==> src/rtl/bocks_pkg.sv <==
// Shared framebuffer constants for the VGA/font write path and the HPS readback path.
// Contents: frame geometry, pixel colour codes, default pack threshold,
//   upload FSM state encoding, byte-to-pixel address helpers.
package bocks_pkg;

  localparam int unsigned PIXEL_WIDTH  = 640;
  localparam int unsigned PIXEL_HEIGHT = 480;
  localparam int unsigned PIXEL_COUNT  = PIXEL_WIDTH * PIXEL_HEIGHT;
  localparam int unsigned BYTE_COUNT   = PIXEL_COUNT / 8;

  localparam logic [7:0] WHITE          = 8'hFF;
  localparam logic [7:0] BLACK          = 8'h00;
  localparam logic [7:0] THRESH_DEFAULT = 8'h80;

  localparam logic [0:0] ST_IDLE = 1'b0;
  localparam logic [0:0] ST_READ = 1'b1;

  // First pixel covered by upload byte a (a*8); 27b*8 always fits in 32b.
  function automatic logic [31:0] byte_to_pixel(input logic [26:0] a);
    return {2'b00, a, 3'b000};
  endfunction

  // True when byte address a lies inside the upload image.
  function automatic logic in_image(input logic [26:0] a);
    return 32'(a) < BYTE_COUNT;
  endfunction

endpackage

==> src/rtl/fb_pixel_packer.sv <==
// Return side of the upload gather: tracks outstanding framebuffer reads with a
//   RD_LATENCY-deep valid delay line, thresholds each returned pixel into one bit,
//   shifts bits MSB-first and flags the eighth return.
// Ports: clk/rst_n; flush (drop in-flight reads); issue (fb_rd as driven this cycle);
//   rd_data (framebuffer pixel); byte_out/done (completed byte, valid while done=1).
module fb_pixel_packer
  import bocks_pkg::*;
#(
  parameter int         RD_LATENCY = 1,
  parameter logic [7:0] THRESH     = THRESH_DEFAULT
) (
  input  logic       clk,
  input  logic       rst_n,
  input  logic       flush,
  input  logic       issue,
  input  logic [7:0] rd_data,
  output logic [7:0] byte_out,
  output logic       done
);

  logic [RD_LATENCY-1:0] vld_line;
  logic                  ret_vld;
  logic                  pix_bit;
  logic [6:0]            shreg;
  logic [2:0]            ret_cnt;

  // vld_line[k] set means the read issued k+1 cycles ago is still in flight;
  // the top bit lines up with fb_rd_data being valid this cycle.
  generate
    if (RD_LATENCY == 1) begin : g_lat1
      always_ff @(posedge clk or negedge rst_n) begin
        if (!rst_n)     vld_line <= '0;
        else if (flush) vld_line <= '0;
        else            vld_line <= issue;
      end
    end else begin : g_latn
      always_ff @(posedge clk or negedge rst_n) begin
        if (!rst_n)     vld_line <= '0;
        else if (flush) vld_line <= '0;
        else            vld_line <= {vld_line[RD_LATENCY-2:0], issue};
      end
    end
  endgenerate

  assign ret_vld = vld_line[RD_LATENCY-1];
  assign pix_bit = (rd_data >= THRESH);

  // Only seven bits are held: the eighth is the live return, merged into byte_out.
  always_ff @(posedge clk or negedge rst_n) begin
    if (!rst_n) begin
      shreg   <= '0;
      ret_cnt <= '0;
    end else if (flush) begin
      shreg   <= '0;
      ret_cnt <= '0;
    end else if (ret_vld) begin
      shreg   <= {shreg[5:0], pix_bit};
      ret_cnt <= ret_cnt + 3'd1;
    end
  end

  assign byte_out = {shreg, pix_bit};
  assign done     = ret_vld && (ret_cnt == 3'd7);

endmodule

==> src/rtl/fb_upload.sv <==
// HPS ioctl upload readback: each accepted byte request reads 8 consecutive
//   framebuffer pixels and packs them into one 1bpp byte (bit7 = first pixel).
// Ports: pclk/reset_n; ioctl_upload/rd/addr/din/wait (HPS side);
//   fb_rd/fb_addr/fb_rd_data (framebuffer read port, RD_LATENCY cycles to data).
module fb_upload
  import bocks_pkg::*;
#(
  parameter int         RD_LATENCY = 1,
  parameter logic [7:0] THRESH     = THRESH_DEFAULT
) (
  input  logic        pclk,
  input  logic        reset_n,
  input  logic        ioctl_upload,
  input  logic        ioctl_rd,
  input  logic [26:0] ioctl_addr,
  output logic [7:0]  ioctl_din,
  output logic        ioctl_wait,
  output logic        fb_rd,
  output logic [31:0] fb_addr,
  input  logic [7:0]  fb_rd_data
);

  logic [1:0] rst_sync;
  logic       rst_n_int;
  logic [0:0] state;
  logic [2:0] issue_cnt;
  logic       req;
  logic       abort;
  logic       pk_done;
  logic [7:0] pk_byte;

  // Reset asserts immediately but releases two pclk edges later, so no flop
  // sees reset removal close to an active edge.
  always_ff @(posedge pclk or negedge reset_n) begin
    if (!reset_n) rst_sync <= 2'b00;
    else          rst_sync <= {rst_sync[0], 1'b1};
  end
  assign rst_n_int = rst_sync[1];

  assign req   = ioctl_rd && ioctl_upload;
  assign abort = (state == ST_READ) && !ioctl_upload;

  always_ff @(posedge pclk or negedge rst_n_int) begin
    if (!rst_n_int) begin
      state      <= ST_IDLE;
      issue_cnt  <= '0;
      ioctl_din  <= '0;
      ioctl_wait <= 1'b0;
      fb_rd      <= 1'b0;
      fb_addr    <= '0;
    end else begin
      case (state)
        ST_IDLE: begin
          if (req) begin
            if (in_image(ioctl_addr)) begin
              state      <= ST_READ;
              ioctl_wait <= 1'b1;
              fb_rd      <= 1'b1;
              fb_addr    <= byte_to_pixel(ioctl_addr);
              issue_cnt  <= '0;
            end else begin
              // Past the end of the image reads back as blank, without a wait phase.
              ioctl_din <= 8'h00;
            end
          end
        end
        ST_READ: begin
          if (abort) begin
            // Session gone: drop the gather, keep the last good byte on ioctl_din.
            state      <= ST_IDLE;
            ioctl_wait <= 1'b0;
            fb_rd      <= 1'b0;
            issue_cnt  <= '0;
          end else begin
            if (fb_rd) begin
              issue_cnt <= issue_cnt + 3'd1;
              if (issue_cnt == 3'd7) fb_rd   <= 1'b0;
              else                   fb_addr <= fb_addr + 32'd1;
            end
            if (pk_done) begin
              ioctl_din  <= pk_byte;
              ioctl_wait <= 1'b0;
              state      <= ST_IDLE;
            end
          end
        end
        default: state <= ST_IDLE;
      endcase
    end
  end

  fb_pixel_packer #(
    .RD_LATENCY (RD_LATENCY),
    .THRESH     (THRESH)
  ) u_packer (
    .clk      (pclk),
    .rst_n    (rst_n_int),
    .flush    (abort),
    .issue    (fb_rd),
    .rd_data  (fb_rd_data),
    .byte_out (pk_byte),
    .done     (pk_done)
  );

endmodule

==> config.mk <==
export PLATFORM = sky130hd
export DESIGN_NAME = fb_upload
export DESIGN_NICKNAME = d
export VERILOG_FILES = /design/src/rtl/bocks_pkg.sv /design/src/rtl/fb_pixel_packer.sv /design/src/rtl/fb_upload.sv
export SDC_FILE = /design/constraint.sdc
export NUM_CORES = 1
export LEC_CHECK = 0
export BUFFER_PORTS_ARGS = -buffer_cell sky130_fd_sc_hd__buf_4
export CAP_MARGIN = 5
export CELL_PAD_IN_SITES_DETAIL_PLACEMENT = 0
export CELL_PAD_IN_SITES_GLOBAL_PLACEMENT = 1
export CORE_MARGIN = 2
export CORE_UTILIZATION = 39
export DETAILED_ROUTE_END_ITERATION = 7
export GPL_TIMING_DRIVEN = 0
export PLACE_DENSITY = 0.82
export SLEW_MARGIN = 20
export SYNTH_ARGS = -nofsm -noshare
export SYNTH_HDL_FRONTEND = slang
export SYNTH_SLANG_ARGS = --single-unit
==> constraint.sdc <==
create_clock -name pclk -period 2.6 [get_ports pclk]
set_input_delay 0.26 -clock pclk [delete_from_list [all_inputs] [get_ports pclk]]
set_output_delay 0.26 -clock pclk [all_outputs]
set_load 0.01 [all_outputs]
; Word level (Yosys, flattened, before mapping)
; Index checks and enable logic that the tools add are counted.
; W data, S select, Z words.
[totals]
regBits = 59
output_inout_bits = 42
[op_classes]
add_sub_neg = 3
n_lt_le_gt_ge = 2
eq_ne = 11
n_mux = 35
n_bitwise = 1
reduce_logical = 10
[op_table]
columns = op, count
row1 = $mux W32, 5
row2 = $pmux W32 S2, 1
row3 = $add A32 B1 Y32 const B, 1
row4 = $mux W8, 4
row5 = $lt A27 B16 Y1 const B, 1
row6 = $mux W3, 6
row7 = $pmux W8 S2, 1
row8 = $mux W7, 2
row9 = $mux W1, 12
row10 = $ne A2 B2 Y1 const B, 6
row11 = $ge A8 B8 Y1 const B, 1
row12 = $add A3 B1 Y3 const B, 2
row13 = $eq A3 B3 Y1 const B, 2
row14 = $pmux W1 S2, 3
row15 = $pmux W3 S2, 1
row16 = $reduce_and A3 Y1, 2
row17 = $reduce_and A5 Y1, 1
row18 = $reduce_and A4 Y1, 1
row19 = $logic_and A1 B1 Y1, 3
row20 = $ne A3 B1 Y1 const B, 1
row21 = $ne A3 B2 Y1 const B, 1
row22 = $ne A2 B1 Y1 const B, 1
row23 = $reduce_and A2 Y1, 1
row24 = $reduce_bool A2 Y1, 1
row25 = 2 further kinds, 2

; Longest topological paths before layout
; Gate-level depths: netlist (run 1).
[depth]
ltp_word = 5
ltp_mapped = 9
depth_no_buf = 7

; By module
; From an unflattened synthesis (run 1), not the netlist that was laid out.
[unflattened]
hier_cells = 322
hier_area_um2 = 3094.2
[modules_own_cells]
columns = module, n_inst, cells_per_inst, area_each_um2
row1 = fb_upload, 1, 283, 2616.3
row2 = fb_pixel_packer, 1, 39, 478.0

; Worst setup path after synthesis (run 1)
; OpenSTA, ideal clock, no wires.
[synth_timing]
kind = reg-to-reg
startpoint = register fb_addr[0]
endpoint = register fb_addr[28]
arrival_time_ns = 2.360
required_ns = 2.531
path_slack_ns = 0.171
path_stages_with_launch = 9
n_path_buf = 2
period_less_slack_ns = 2.429
cell_sequence = dfrtp_1 > ha_1 > nand3_1 > or3_1 > buf_2 > or4_1 > buf_2 > or4_1 > nand3_1
[synth_via]
elab_chain_len = 5
[synth_rtl]
columns = element, line
row1 = from (decl), fb_upload.sv:19  ; output logic [31:0] fb_addr,
row2 = from (signal assigned), fb_upload.sv:59  ; fb_addr <= byte_to_pixel(ioctl_addr);
row3 = from (signal assigned), fb_upload.sv:78  ; else fb_addr <= fb_addr + 32'd1;
row4 = $add A32 B1 Y32, fb_upload.sv:78
row5 = $mux W32, fb_upload.sv:77  ; if (issue_cnt == 3'd7) fb_rd <= 1'b0;
row6 = $mux W32, fb_upload.sv:75  ; if (fb_rd) begin
row7 = $mux W32, fb_upload.sv:68  ; if (abort) begin
row8 = $pmux W32 S2, fb_upload.sv:52  ; case (state)
; No other way between the ends. The select of a mux whose other input is x is not followed.
; A chain may end at the register's enable or synchronous reset.

; Worst setup path after layout (run 1)
[layout_timing]
startpoint = register fb_addr[1]
endpoint = register fb_addr[28]
; The elaborated chain is that of the path after synthesis.

==> results.toml, run 1 <==
[clock_tree]
htreeDepth = 3
cts_buffers = 9
cts_sinks = 59
clk_pin_slew_ns = 0.07
cts_tree = "done"
cts_root_buf = "clkbuf_8"
cts_buffer_depth = 2
worstSkewPairLatency_ns = 0.34

[synth]
ys_types = 38
postSynthCellCount = 347
synth_edf_count = 0
synth_area_sq_um = 3040
synthMostInstantiatedCell = "nand2_1"
ys_top_cells_by_count = "nand2_1, dfrtp_1, nor2_1"
synth-seq-cells = 59
syn_nets = 391
synth_top_area_cell = "dfrtp_1"
synth_ff_type = "dfrtp_1"
yosys.area.top_type_share_pct = 48.6
syn_area_per_cell_sq_um = 8.75
async_flop_share_pct = 100
yosysWarnings = 0
synth-seq-area-share_pct = 48.6
ys_top_cells_by_area = "dfrtp_1, nand2_1, o21ai_0"

[placement]
hpwlAfterDp_um = 6220
io_buffers = 72
post_dp_cell_area_sq_um = 3730
globalplace.congestion = 0.847
place_inst = 522

[worst_setup_path]
max_stage_delay_ns = 0.46
critical_path_class = "register to register"
worstPathCellList = "ha_2 > nand3_4 > or3_1 > buf_2 > or4_1 > buf_2 > or4_1 > nand3_1"
crit_fanout = 8
crit_path_start_kind = "register"
required_ns = 2.88
cp.arrival_ns = 2.77
crit_path_end_kind = "register"
cpMaxStageDelayCell = "or4_1"

[power_and_ir_drop]
p_switching_mw = 0.430
combPwrFrac_pct = 4.3
vdd_drop_max_uv = 330
p_leak_nw = 1.78
power.share.clock_pct = 45.9
power.density_nw_per_um2 = 475
seqPwrFrac_pct = 49.8
p_int_mw = 1.47
swShare_pct = 22.7

[timing]
fin_skew_ns = 0.0108
final.period_utilization_pct = 95.6
finalHoldViolCount = 0
fmax_mhz = 402
setup-tns-final_ns = 0
setup_viol = 0
final.min_clock_period_ns = 2.49
finalMaxSlewViolations = 0
whs_ns = 0.143
rsz0062_at_grt = "no"
worst_pin_slew_ns = 0.695
slew_headroom_pct = 53.7

[routing]
drt-initial-drc-count = 230
vias = 3024
via_per_inst = 5.57
dr.pass1.iters = 5
wl_um = 8910
detail_route.wl_per_cell_um = 16.4
drc = 0
drtAntennaViolNets = 0

[global_routing]
grt_use_total_pct = 22.2
grt_max_degree = 37
grt_pass1_vias = 2821
grt_antenna_before_repair = 1
grt-ovfl-total = 0
grt_pass1_wl_um = 14700

[die]
start_util_pct = 39.7
rows = 32
die_x_um = 92.2
core_area_sq_um = 7650
die_area_sq_um = 8500
io_pins = 81
die_height_um = 92.2

[worst_hold_path]
min_path_type = "input pin to register"

[final_layout]
final_cells = 543
fin_util_pct = 52.3
design_area_sq_um = 4000
area_growth_pct = 31.7
regArea_sq_um = 1480
fill_cells = 716
multi_input_area_sq_um = 1500
drive_above_1_share_pct = 23.6
fin_nets = 480
antenna_cells = 0

[run_status]
outcome = "completed"

[flow_run]
drv_cap = 0
critical path: cells and delay by family, from the launching register on:
kind	cells	cell delay, ns
fa+ha+maj	1	0.24
buf+inv	2	0.35
flops	1	0.40
simple gates	5	1.44
cell usage in the layout (no fill, tap or decap), types with 2 or more instances in the layout:
| cell type | synthesis | layout |
|---|---|---|
| o221ai_1 | 3 | 3 |
| inv_1 | 3 | 3 |
| nand2_1 | 60 | 60 |
| dfrtp_1 | 59 | 58 |
| nand4_1 | 5 | 5 |
| clkbuf_8 | 0 | 11 |
| a211oi_1 | 3 | 3 |
| and4_1 | 2 | 2 |
| a22o_1 | 2 | 2 |
| o31ai_1 | 4 | 4 |
| and3_1 | 7 | 7 |
| clkbuf_1 | 14 | 15 |
| or4_1 | 4 | 4 |
| o211ai_1 | 4 | 4 |
| clkinv_2 | 0 | 2 |
| nand3_1 | 28 | 27 |
| buf_4 | 0 | 76 |
| nand2b_1 | 3 | 3 |
| a221o_1 | 6 | 6 |
| nor4_1 | 6 | 5 |
| nor3_1 | 14 | 13 |
| or3_1 | 4 | 4 |
| a41o_1 | 2 | 2 |
| mux2i_1 | 11 | 11 |
| a21oi_1 | 15 | 15 |
| o21ai_0 | 32 | 32 |
| ha_1 | 5 | 4 |
| or2_2 | 3 | 3 |
| nor2_1 | 34 | 34 |
| buf_2 | 3 | 3 |
power by group through the flow:
stage / Clock, mW / Sequential, mW / Combinational, mW
3_3_place_gp: 0 / 0.972 / 0.0643
6_report: 0.871 / 0.945 / 0.0809
3_5_place_dp: 0 / 0.963 / 0.0805
4_1_cts: 0.890 / 0.945 / 0.0821
5_1_grt: 0.929 / 0.947 / 0.0899
2_1_floorplan: 0 / 0.965 / 0.0198
layout make-up:
type | instances | area share, %
Multi-Input combinational cell | 267 | 37.6
Sequential cell | 59 | 37.0
Timing Repair Buffer | 78 | 15.0
Clock buffer | 12 | 3.88
Tap cell | 102 | 3.19
Buffer | 18 | 1.78
Clock inverter | 4 | 1.22
Inverter | 3 | 0.282
cells by family (layout without fill, tap and decap cells):
group / after synthesis / count (layout) / share of synthesized area (%)
flip-flops: 59 / 59 / 48.6
AO/OA/AOI/OAI: 76 / 76 / 16.0
multiplexers: 11 / 11 / 3.63
XOR/XNOR: 1 / 1 / 0.289
other: 1 / 1 / 0.124
AND/OR/NAND/NOR: 173 / 173 / 26.6
adder cells (fa/ha/maj): 5 / 5 / 2.06
buffers and inverters: 21 / 115 / 2.72
metal layers:
metal | vias up | track usage [%] | part of all wire (%)
met1 | 1434 | 32.5 | 46
met3 | 14 | 4.35 | 8.5
met2 | 136 | 31.9 | 44
li1 | 1438 | - | -
met5 | - | 0 | 0.15
met4 | 2 | 9.58 | 1.7
what timing repair did:
action	CTS	global route
buffers inserted	1	3
resized for setup	1	4
endpoints found under the hold margin	2	0
hold buffers	1	0
setup endpoints to repair	1	10
final timing paths:
check	startpoint	end	slack [ns]	cells past startpoint
min in group asynchronous	reset_n	rst_sync[1]	0.22	2
min reg2reg	rst_sync[1]	fb_addr[9]	0.24	0
max reg2reg	fb_addr[1]	fb_addr[28]	0.11	8
min	ioctl_addr[7]	fb_addr[10]	0.14	3
max	fb_addr[1]	fb_addr[28]	0.11	8
max in group asynchronous	rst_sync[1]	fb_addr[22]	1.86	1
per-stage QoR:
stage | setup WS [ns] | power (mW)
after floorplan | 0.171 | 0.985
after global placement | 0.0222 | 1.04
after detailed placement | 0.00292 | 1.04
after CTS | 0.0524 | 1.92
after global routing | 0.0168 | 1.97
final | 0.113 | 1.90
registers in the layout, summed over array words and instances, names as in the netlist, 2 cells and up:
name / cells
fb_addr: 32
ioctl_din: 8
issue_cnt: 3
rst_sync: 2
u_packer.ret_cnt: 3
u_packer.shreg: 7
(Power assumes the default switching activity.)
==> run 2: changes to the inputs <==
- BUFFER_PORTS_ARGS: -buffer_cell sky130_fd_sc_hd__buf_4 -> -buffer_cell sky130_fd_sc_hd__buf_2
==> run 2 against run 1 <==
Flip-flop and latch count unchanged; setup slack better by 0.011 ns; cell area down 3.1%; sequential power about the same; register-to-register slack about the same; non-clock buffer count unchanged; sequential share of layout area up 1.2 points; largest cell class unchanged; utilization down 1.6 points; cell count unchanged; fmax up 0.44%; count of clock-buffer cells in the layout unchanged; first-iteration DRC count down 3.9%.
==> results.toml, run 2 (synthesis results as in run 1) <==
[timing]
rsz0062_at_grt = "no"
slew_headroom_pct = 53.9
worst_pin_slew_ns = 0.691
setup_viol = 0
setup-tns-final_ns = 0
final.period_utilization_pct = 95.2
fin_skew_ns = 0.00652
finalMaxSlewViolations = 0
fmax_mhz = 404
final.min_clock_period_ns = 2.48
finalHoldViolCount = 0

[global_routing]
grt_antenna_before_repair = 0
grt_use_total_pct = 21.9
grt_pass1_wl_um = 14300
grt_max_degree = 40
grt_pass1_vias = 2843
grt-ovfl-total = 0

[power_and_ir_drop]
swShare_pct = 20.1
p_int_mw = 1.67
p_switching_mw = 0.422
vdd_drop_max_uv = 307
p_leak_nw = 1.78
power.density_nw_per_um2 = 541
seqPwrFrac_pct = 45.1
power.share.clock_pct = 51.6
combPwrFrac_pct = 3.3

[placement]
post_dp_cell_area_sq_um = 3550
io_buffers = 72
hpwlAfterDp_um = 6110
globalplace.congestion = 0.848

[routing]
via_per_inst = 5.57
dr.pass1.iters = 5
drtAntennaViolNets = 0
drt-initial-drc-count = 221
wl_um = 8780
detail_route.wl_per_cell_um = 16.2
drc = 0
vias = 3027

[clock_tree]
cts_buffers = 9
cts_buffer_depth = 2
worstSkewPairLatency_ns = 0.34
htreeDepth = 3
cts_root_buf = "clkbuf_8"
cts_tree = "done"
cts_sinks = 59
clk_pin_slew_ns = 0.07

[final_layout]
largestRegisters = "fb_addr: 32 flops, ioctl_din: 8 flops, u_packer.shreg: 7 flops"
fin_nets = 480
drive_above_1_share_pct = 24.0
final_common_cell = "buf_2"
area_growth_pct = 27.7
antenna_cells = 0
largest_reg_flops = 32
layout_common_cells = "buf_2, nand2_1, dfrtp_1, nor2_1, o21ai_0"
fin_util_pct = 50.7
design_area_sq_um = 3870
regMostFlops = "fb_addr"

[flow_run]
drv_cap = 0

[worst_setup_path]
required_ns = 2.88
path_buf_inv = 2
cp_top_family = "simple AND/OR/NAND/NOR gates"
cpMaxStageDelayCell = "or4_1"
crit_path_end_kind = "register"
cp.arrival_ns = 2.76
worstPathCellList = "ha_2 > nand3_4 > or3_1 > buf_2 > or4_1 > buf_2 > or4_1 > nand3_1"
critical_path_class = "register to register"
max_stage_delay_ns = 0.46
crit_fanout = 8
crit_path_start_kind = "register"

[die]
die_area_sq_um = 8500
rows = 32
core_area_sq_um = 7650
die_height_um = 92.2
io_pins = 81
start_util_pct = 39.7
die_x_um = 92.2

[worst_hold_path]
min_path_type = "input pin to register"

[run_status]
outcome = "completed"
run 2: cell types whose count changed in the layout (fill, tap and decap cells not counted), sizes merged:
cell	change
bufinv	+2
clkinv	-2
run 2: metal layers:
| layer | track usage (%) | vias to the layer above | share of wire (%) |
|---|---|---|---|
| met1 | 31.9 | 1434 | 47 |
| li1 | - | 1437 | - |
| met3 | 5.59 | 14 | 8.1 |
| met4 | 7.09 | 0 | 1.6 |
| met5 | 0 | - | 0 |
| met2 | 31.9 | 142 | 43 |
run 2: power by group through the flow:
stage	Sequential (mW)	Combinational [mW]	Clock (mW)
2_1_floorplan	0.965	0.0198	0
3_3_place_gp	0.972	0.0510	0
3_5_place_dp	0.962	0.0684	0
4_1_cts	0.945	0.0698	1.10
5_1_grt	0.946	0.0790	1.15
6_report	0.944	0.0690	1.08
run 2: final cells by class:
class	instances	area (sq um)
Timing Repair Buffer	78	420
Multi-Input combinational cell	267	1500
Sequential cell	59	1480
Clock buffer	12	165
Fill cell	718	3770
Clock inverter	4	95.1
Buffer	18	71.3
Tap cell	102	128
Inverter	3	11.3
run 2: through the flow:
| step | hold WS [ns] | setup slack, ns | total power, mW | cells |
|---|---|---|---|---|
| global route | 0.131 | 0.00733 | 2.17 | 543 |
| global placement | 0.0451 | 0.0350 | 1.02 | 521 |
| finish | 0.127 | 0.124 | 2.10 | 543 |
| CTS | 0.117 | 0.0550 | 2.11 | 539 |
| detailed placement | 0.0463 | 0.0261 | 1.03 | 522 |
| floorplan | -0.0356 | 0.171 | 0.985 | 347 |
run 2: what timing repair did:
action | in CTS | in global routing
endpoints found under the hold margin | 2 | 0
endpoints found under the setup margin | 1 | 8
hold buffers | 1 | 0
buffers inserted | 0 | 4
resized for setup | 1 | 5
run 2: path summary, 6_finish.rpt:
check | startpoint | endpoint | slack, ns | cells after the start
max | fb_addr[1] | fb_addr[28] | 0.12 | 8
min | ioctl_addr[7] | fb_addr[10] | 0.13 | 3
max reg2reg | fb_addr[1] | fb_addr[28] | 0.12 | 8
min reg2reg | rst_sync[1] | fb_addr[17] | 0.22 | 0
max in group asynchronous | rst_sync[1] | fb_addr[20] | 1.87 | 1
min in group asynchronous | rst_sync[1] | fb_addr[17] | 0.22 | 0
run 2: worst reg2reg max path, stage by stage, from the launching register on:
cell and delay (ns):
dfrtp_1 0.39, ha_2 0.23, nand3_4 0.11, or3_1 0.33, buf_2 0.18, or4_1 0.46
buf_2 0.17, or4_1 0.46, nand3_1 0.09
==> run 3: changes to the inputs <==
- BUFFER_PORTS_ARGS: -buffer_cell sky130_fd_sc_hd__buf_2 -> not set
- CORE_UTILIZATION: 39 -> 46
- DONT_BUFFER_PORTS: not set -> 1
- PLACE_DENSITY: 0.82 -> 0.8
- SETUP_SLACK_MARGIN: not set -> 0.4
==> run 3 against run 2 <==
Total power is 7.1% lower; flip-flop and latch count is the same; clock skew hardly changed; count of clock-buffer cells in the layout shrank 2; sequential power barely moved; global-route usage rose by 2.4 points; routed wire length down 4.6%; fmax up 9.2%; register-to-register slack better by 0.21 ns; cell area fell by 7.9%; utilization rose by 5.5 points; setup slack improved by 0.21 ns; critical path type unchanged; critical endpoint unchanged; largest power group unchanged; highest routed layer unchanged.
==> results.toml, run 3 (synthesis results as in run 1) <==
[final_layout]
largest_reg_flops = 32
final_cells = 448
fill_cells = 586
fin_nets = 410
final_common_cell = "nand2_1"
area_growth_pct = 17.6
drive_above_1_share_pct = 15.6
regArea_sq_um = 1490
layout_common_cells = "nand2_1, dfrtp_1, nor2_1, o21ai_0, nand3_1"
regMostFlops = "fb_addr"
largestRegisters = "fb_addr: 32 flops, ioctl_din: 8 flops, u_packer.shreg: 7 flops"
antenna_cells = 0
multi_input_area_sq_um = 1570

[clock_tree]
cts_sinks = 59
cts_buffers = 9
worstSkewPairLatency_ns = 0.34
clk_pin_slew_ns = 0.07
cts_tree = "done"
htreeDepth = 3
cts_root_buf = "clkbuf_8"
cts_buffer_depth = 2

[routing]
drt-initial-drc-count = 219
drtAntennaViolNets = 0
dr.pass1.iters = 4
via_per_inst = 6.05
detail_route.wl_per_cell_um = 18.7
drc = 0
vias = 2711
wl_um = 8370

[timing]
final.min_clock_period_ns = 2.27
finalWorstSetupSlack_ns = 0.334
fin_skew_ns = 0.00630
finalHoldViolCount = 0
setup_viol = 0
finalMaxSlewViolations = 0
final.period_utilization_pct = 87.2
rsz0062_at_grt = "yes"
whs_ns = 0.0419
worst_pin_slew_ns = 0.712
fmax_mhz = 441
slew_headroom_pct = 52.5

[worst_setup_path]
critical_path_class = "register to register"
rrSetupSlack_ns = 0.33
cp_top_family = "simple AND/OR/NAND/NOR gates"
reg2reg_to = "fb_addr[28]"
crit_fanout = 6
crit_path_start_kind = "register"
cp_common_cell = "buf_6"
max_stage_delay_ns = 0.45
reg2regPathDepth = 8
cp.arrival_ns = 2.55
r2r_start = "fb_addr[1]"
crit_path_end_kind = "register"
path_buf_inv = 2
required_ns = 2.88
cpMaxStageDelayCell = "dfrtp_2"
worstPathCellList = "ha_4 > nand3_4 > or3_4 > buf_6 > or4_4 > buf_6 > or4_1 > nand3_1"

[flow_run]
drv_cap = 0

[die]
core_area_sq_um = 6350
die_x_um = 85.2
io_pins = 81
rows = 29
die_height_um = 85.2
start_util_pct = 47.8
die_area_sq_um = 7260

[placement]
hpwlAfterDp_um = 5760
io_buffers = 0
globalplace.congestion = 0.830
place_inst = 425
dp_slack_ns = 0.0516

[worst_hold_path]
hold-path-cell-count = 2
hold_path_end = "ioctl_din[0]"
hp-start = "fb_rd_data[7]"
min_path_type = "input pin to register"

[power_and_ir_drop]
power.density_nw_per_um2 = 546
vdd_drop_max_uv = 298
p_leak_nw = 1.47

[global_routing]
grt_pass1_wl_um = 13500
grt_pass1_vias = 2630
grt_use_total_pct = 24.3
grt_max_degree = 41
grt_antenna_before_repair = 0
grt-ovfl-total = 0

[run_status]
outcome = "completed"
==> run 3: worst max path at each step <==
stage	from	to	slack (ns)	depth (start not counted)
final	fb_addr[1]	fb_addr[28]	0.33	8
after global routing	fb_addr[4]	fb_addr[28]	0.25	8
after CTS	fb_addr[4]	fb_addr[28]	0.33	8
after detailed placement	state	fb_addr[10]	0.05	7
after global placement	rst_sync[1]	fb_addr[0]	-0.04	0
after floorplan	fb_addr[1]	fb_addr[28]	0.29	8
==> run 3: repair_timing <==
| item | in CTS | in global routing |
|---|---|---|
| gates resized for setup | 22 | 17 |
| setup endpoints to repair | 29 | 25 |
| buffers inserted | 4 | 2 |
| hold endpoints to repair | 2 | 0 |
| pin swaps | 2 | 2 |
| hold buffers | 1 | 0 |
==> run 3: stage by stage <==
| step | power (mW) | TNS (ns) | instance area (sq um) | util, % |
|---|---|---|---|---|
| 2_1_floorplan | 0.985 | 0 | 3050 | - |
| 3_3_place_gp | 0.996 | -0.0410 | 3150 | 49.6 |
| 3_5_place_dp | 1.00 | 0 | 3170 | 49.9 |
| 4_1_cts | 1.96 | 0 | 3520 | 55.4 |
| 5_1_grt | 2.01 | 0 | 3570 | 56.2 |
| 6_report | 1.95 | 0 | 3570 | 56.2 |
==> run 3: cell type report <==
cell class | instances | area share (%)
inverter | 3 | 0.316
buffer | 18 | 2.70
clock inverter | 6 | 2.49
sequential | 59 | 41.8
timing repair buffer | 8 | 2.10
clock buffer | 10 | 3.86
tap | 77 | 2.70
multi-input combinational | 267 | 44.0
==> run 3: worst register-to-register path, stage by stage (launching register included) <==
cell and delay [ns]:
dfrtp_2 0.45, ha_4 0.18, nand3_4 0.07, or3_4 0.34, buf_6 0.13, or4_4 0.41, buf_6 0.15, or4_1 0.40
nand3_1 0.08
==> run 3: layer usage <==
metal  share of wire, %  vias up  global-route usage (%)
li1                   -     1300                       -
met1                 46     1304                    35.9
met2                 45       95                    34.4
met3                7.3       12                    5.25
met4                1.9        0                    10.5
met5                  0        -                       0
==> run 3: where the power goes <==
part | total [mW] | internal [mW] | switching (mW)
Clock | 0.961 | 0.565 | 0.396
Sequential | 0.944 | 0.929 | 0.0148
Combinational | 0.0420 | 0.0146 | 0.0274
Total | 1.95 | 1.51 | 0.438
